[src/rtl/mips_rr_arb_mux.sv]
// Registered N-channel stream selector: arbitrates valid/ready requesters by
// round-robin or fixed priority and forwards the winner through one output register.

module mips_rr_arb_lane #(
  parameter int CH_W    = 2,
  parameter int IDX     = 0,
  parameter bit RR_MODE = 1'b1
) (
  input  logic            valid_i,
  input  logic [CH_W-1:0] ptr_i,
  input  logic            grant_i,
  input  logic            load_i,
  input  logic            rst_n_i,
  output logic            req_hi_o,
  output logic            ready_o
);
  // A lane at or above the pointer belongs to the first search pass.
  assign req_hi_o = valid_i & (!RR_MODE || (IDX >= int'(ptr_i)));
  assign ready_o  = grant_i & load_i & rst_n_i;
endmodule

module mips_rr_arb_mux #(
  parameter int SIZE    = 32,
  parameter int NUM_CH  = 4,
  parameter int RR_MODE = 1,
  parameter int CH_W    = (NUM_CH > 1) ? $clog2(NUM_CH) : 1
) (
  input  logic                   Clock,
  input  logic                   Reset_n,
  input  logic [NUM_CH*SIZE-1:0] InData,
  input  logic [NUM_CH-1:0]      InValid,
  output logic [NUM_CH-1:0]      InReady,
  output logic [SIZE-1:0]        OutData,
  output logic [CH_W-1:0]        OutChannel,
  output logic                   OutValid,
  input  logic                   OutReady
);
  logic [NUM_CH-1:0][SIZE-1:0] ch_data;
  logic [NUM_CH-1:0]           req_hi, grant;
  logic [CH_W-1:0]             ptr_q, gidx;
  logic [SIZE-1:0]             sel_data;
  logic                        found, load;
  logic [SIZE-1:0]             data_q;
  logic [CH_W-1:0]             ch_q;
  logic                        vld_q;

  assign ch_data = InData;
  assign load    = ~vld_q | OutReady;

  for (genvar i = 0; i < NUM_CH; i++) begin : g_lane
    mips_rr_arb_lane #(.CH_W(CH_W), .IDX(i), .RR_MODE(RR_MODE != 0)) u_lane (
      .valid_i  (InValid[i]),
      .ptr_i    (ptr_q),
      .grant_i  (grant[i]),
      .load_i   (load),
      .rst_n_i  (Reset_n),
      .req_hi_o (req_hi[i]),
      .ready_o  (InReady[i])
    );
  end

  // Two-pass rotate: lowest request at/above Ptr, else lowest request overall.
  always_comb begin
    grant    = '0;
    gidx     = '0;
    sel_data = '0;
    found    = 1'b0;
    for (int i = 0; i < NUM_CH; i++) begin
      if (!found && req_hi[i]) begin
        found    = 1'b1;
        grant[i] = 1'b1;
        gidx     = CH_W'(i);
        sel_data = ch_data[i];
      end
    end
    for (int i = 0; i < NUM_CH; i++) begin
      if (!found && InValid[i]) begin
        found    = 1'b1;
        grant[i] = 1'b1;
        gidx     = CH_W'(i);
        sel_data = ch_data[i];
      end
    end
  end

  always_ff @(posedge Clock or negedge Reset_n) begin
    if (!Reset_n) begin
      data_q <= '0;
      ch_q   <= '0;
      vld_q  <= 1'b0;
      ptr_q  <= '0;
    end else if (load) begin
      if (found) begin
        data_q <= sel_data;
        ch_q   <= gidx;
        vld_q  <= 1'b1;
        if (RR_MODE != 0)
          ptr_q <= (int'(gidx) == NUM_CH - 1) ? '0 : gidx + 1'b1;
      end else begin
        vld_q <= 1'b0;
      end
    end
  end

  assign OutData    = data_q;
  assign OutChannel = ch_q;
  assign OutValid   = vld_q;
endmodule

[config.mk]
export PLATFORM = sky130hd
export DESIGN_NAME = mips_rr_arb_mux
export DESIGN_NICKNAME = d
export VERILOG_FILES = /design/src/rtl/mips_rr_arb_mux.sv
export SDC_FILE = /design/constraint.sdc
export NUM_CORES = 1
export LEC_CHECK = 0
export ABC_AREA = 1
export BUFFER_PORTS_ARGS = -buffer_cell sky130_fd_sc_hd__buf_2
export CORE_ASPECT_RATIO = 0.75
export CORE_MARGIN = 8
export CORE_UTILIZATION = 45
export DETAILED_ROUTE_END_ITERATION = 10
export PLACE_DENSITY = 0.8
export SETUP_SLACK_MARGIN = 0.3
export SKIP_CTS_REPAIR_TIMING = 1
export SLEW_MARGIN = 20
export SYNTH_ARGS = -nofsm -noshare
export SYNTH_HDL_FRONTEND = slang
export SYNTH_SLANG_ARGS = --single-unit
[constraint.sdc]
create_clock -name Clock -period 3.2 [get_ports Clock]
set_input_delay 0.64 -clock Clock [delete_from_list [all_inputs] [get_ports Clock]]
set_output_delay 0.64 -clock Clock [all_outputs]
set_load 0.005 [all_outputs]
==> flow_metrics.tcl <==
set metrics [dict create \
    status "finished, final reports clean" \
    relSlewSlack_pct 64.15 \
    worst_slew_pin_slew_ps 537.7 \
    fillers 882 \
    start_util_pct 46.25 \
    synth_top_area_share_pct 23.68 \
    synth-xor-area-share_pct 0 \
    synth_compound_area_share_pct 6.784 \
    multi_input_area_um2 2317 \
    fin_total_pwr_mw 2.490 \
    total_leakage_power_nw 3.026 \
    hpwl_mm 10.07 \
    routed_wl_mm 14.29 \
    grt_pass1_wl_mm 22.97 \
    die_area_um2 11960 \
    antenna_found_initial 0 \
    hold_path_class "reg -> reg" \
    hold_viol 0 \
    worstSetupStartpointType "input port" \
    max_stage_delay_ps 320 \
    arrival_ps 1840 \
    cp_max_fo 25 \
    cp_top_family "buffers and inverters" \
    synthToLayoutAreaGrowth_pct 25.95 \
    die_w_um 123.6 \
    drt-vias-per-instance 5.372 \
    skew_ps 6.786 \
    fin_crit_ps 2478 \
    max_freq_ghz 0.4036 \
    setup_viol 0 \
    synthMuxAreaShare_pct 0 \
    ys_types 19 \
    crit_chain "buf_2 -> buf_4 -> clkinv_1 -> nand3_1 -> nand2_1 -> inv_1 -> nor2_1 -> buf_2" \
    synth_seq_cells 37 \
    rsz0062_at_grt "false" \
    final_cell_area_um2 4925 \
    required_ps 2560 \
    avgSynthCellArea_um2 5.716 \
    ioPinCount 174 \
    path_clk_slew_ps 60 \
    yosysTopAreaCell "dfrtp_1" \
    h-tree-depth 2 \
    fin_cells 933 \
    ys_seq_area_share_pct 23.68 \
    max_cap_violations 0 \
    synth_top_family_by_area "simple AND/OR/NAND/NOR gates" \
    grt_pass1_vias 4670 \
    num_vias 5012 \
    setup.worst_path.end_class "output port" \
    slowest_stage "clkinv_1" \
    grt_overflow 0 \
    synth_fp_nets 819 \
    yosysWarnings 0 \
    cts.sinks 37 \
    post_drt_wl_per_cell_um 15.31 \
    synth-simple-area-share_pct 52.29 \
    clockRootBuffer "clkbuf_16" \
    dr.pass1.iters 5 \
    synthCells 684 \
    grt_max_degree 43 \
    cts_tree "done" \
    fp-row-count 29 \
    clock_latency_ps 280 \
    placed_cells 926 \
    ctsLongestPathBuffers 2 \
    synth_fa_ha_area_share_pct 0 \
    grtUsageTotal_pct 23.12 \
    drive_gt1_share_pct 24.85 \
    place_area_um2 4782 \
    max-vdd-ir-drop_mv 0.3167 \
    drv_slew 0 \
    diodes 0 \
    antenna_left 0 \
    drtIter0Drc 636 \
    numCtsBuffers 5 \
    crit_type "in -> out" \
    final_nets 960 \
    tns_ps 0 \
    path_buf_inv 5 \
    yosys-top-cells-area "dfrtp_1, nand3_1, nand2_1" \
    drc 0 \
    syn_area_um2 3910 \
    crit_path_frequent_cell "buf_2" \
    coreArea_um2 8454 \
    die_y_um 96.73 \
    place.gp.congestion 0.8979 \
    powerDensity_nw_per_um2 505.6 \
    layout_commonest_cell "buf_2" \
    numPortBuffers 173 \
    register_area_um2 925.9 \
    mostFrequentLayoutCells "buf_2, nand2_1, nand3_1" \
    period_share_pct 77.43 \
]
==> worst paths after layout <==
path / end / cells past startpoint / startpoint / slack [ps]
setup / recovery: InReady[1] / 8 / InValid[0] / 720
hold / removal: OutData[25] / 2 / OutData[25] / 480
setup reg to reg: OutData[20] / 9 / ptr_q[1] / 1010
hold reg to reg: OutData[25] / 2 / OutData[25] / 480
max in group asynchronous: OutData[19] / 2 / Reset_n / 2350
min in group asynchronous: OutData[9] / 2 / Reset_n / 490
==> report_power, final <==
| part | internal (mW) | leakage, nW | switching [mW] |
|---|---|---|---|
| registers | 0.629 | 0.457 | 0.0987 |
| clock network | 0.307 | 0.0700 | 0.195 |
| logic | 0.484 | 2.50 | 0.777 |
| total | 1.42 | 3.03 | 1.07 |
==> cells by family (layout without fill, tap and decap cells) <==
family,after synthesis,after routing
DFF,37,37
buffers and inverters,162,303
AOI/OAI and AO/OA,37,37
and+or+nand+nor,448,448
==> cells in the mapped netlist <==
master and n:
nand2_1 142, buf_6 1, nand4_1 65, buf_1 6, inv_1 105, nand4_2 2
o21ai_0 3, a21oi_1 2, nor2_1 100, clkinv_1 1, clkbuf_1 24, buf_2 14
dfrtp_1 37, nand2_2 4, nand3_1 132, nor2_2 2, buf_4 11, o21bai_1 32
nor2b_1 1
==> tightest hold or removal path, delay by kind of cell (launching register included) <==
kind,cells,cell delay (ps)
flip-flops,1,340
AND/OR/NAND/NOR,2,100
==> state kept, by name (all words and copies together) (netlist names) <==
| signal | count |
|---|---|
| OutChannel | 2 |
| OutValid | 1 |
| ptr_q | 2 |
| OutData | 32 |
==> area by class of cell <==
cell class / instances / share of cell area (%)
multi-input combinational: 485 / 47.05
timing repair buffer: 190 / 20.43
sequential: 37 / 18.80
clock buffer: 7 / 2.896
inverter: 106 / 8.079
tap: 108 / 2.744
==> per-stage QoR <==
stage               hold WS (ps)  worst slack, ps  utilization, %
floorplan                  344.4            784.8               -
global placement           463.1            767.5           56.56
detailed placement         460.5            730.4           56.56
CTS                        481.0            736.0           58.25
global route               500.0            576.7           58.25
finish                     476.1            722.2           58.25
==> metal layers <==
layer	share of wire [%]	vias up	GRT usage [%]
met5	0	-	0
met3	13	13	7.259
met1	43	2228	30.88
met2	43	283	35.37
met4	0.84	0	4.986
li1	-	2488	-
(Power assumes the default switching activity.)
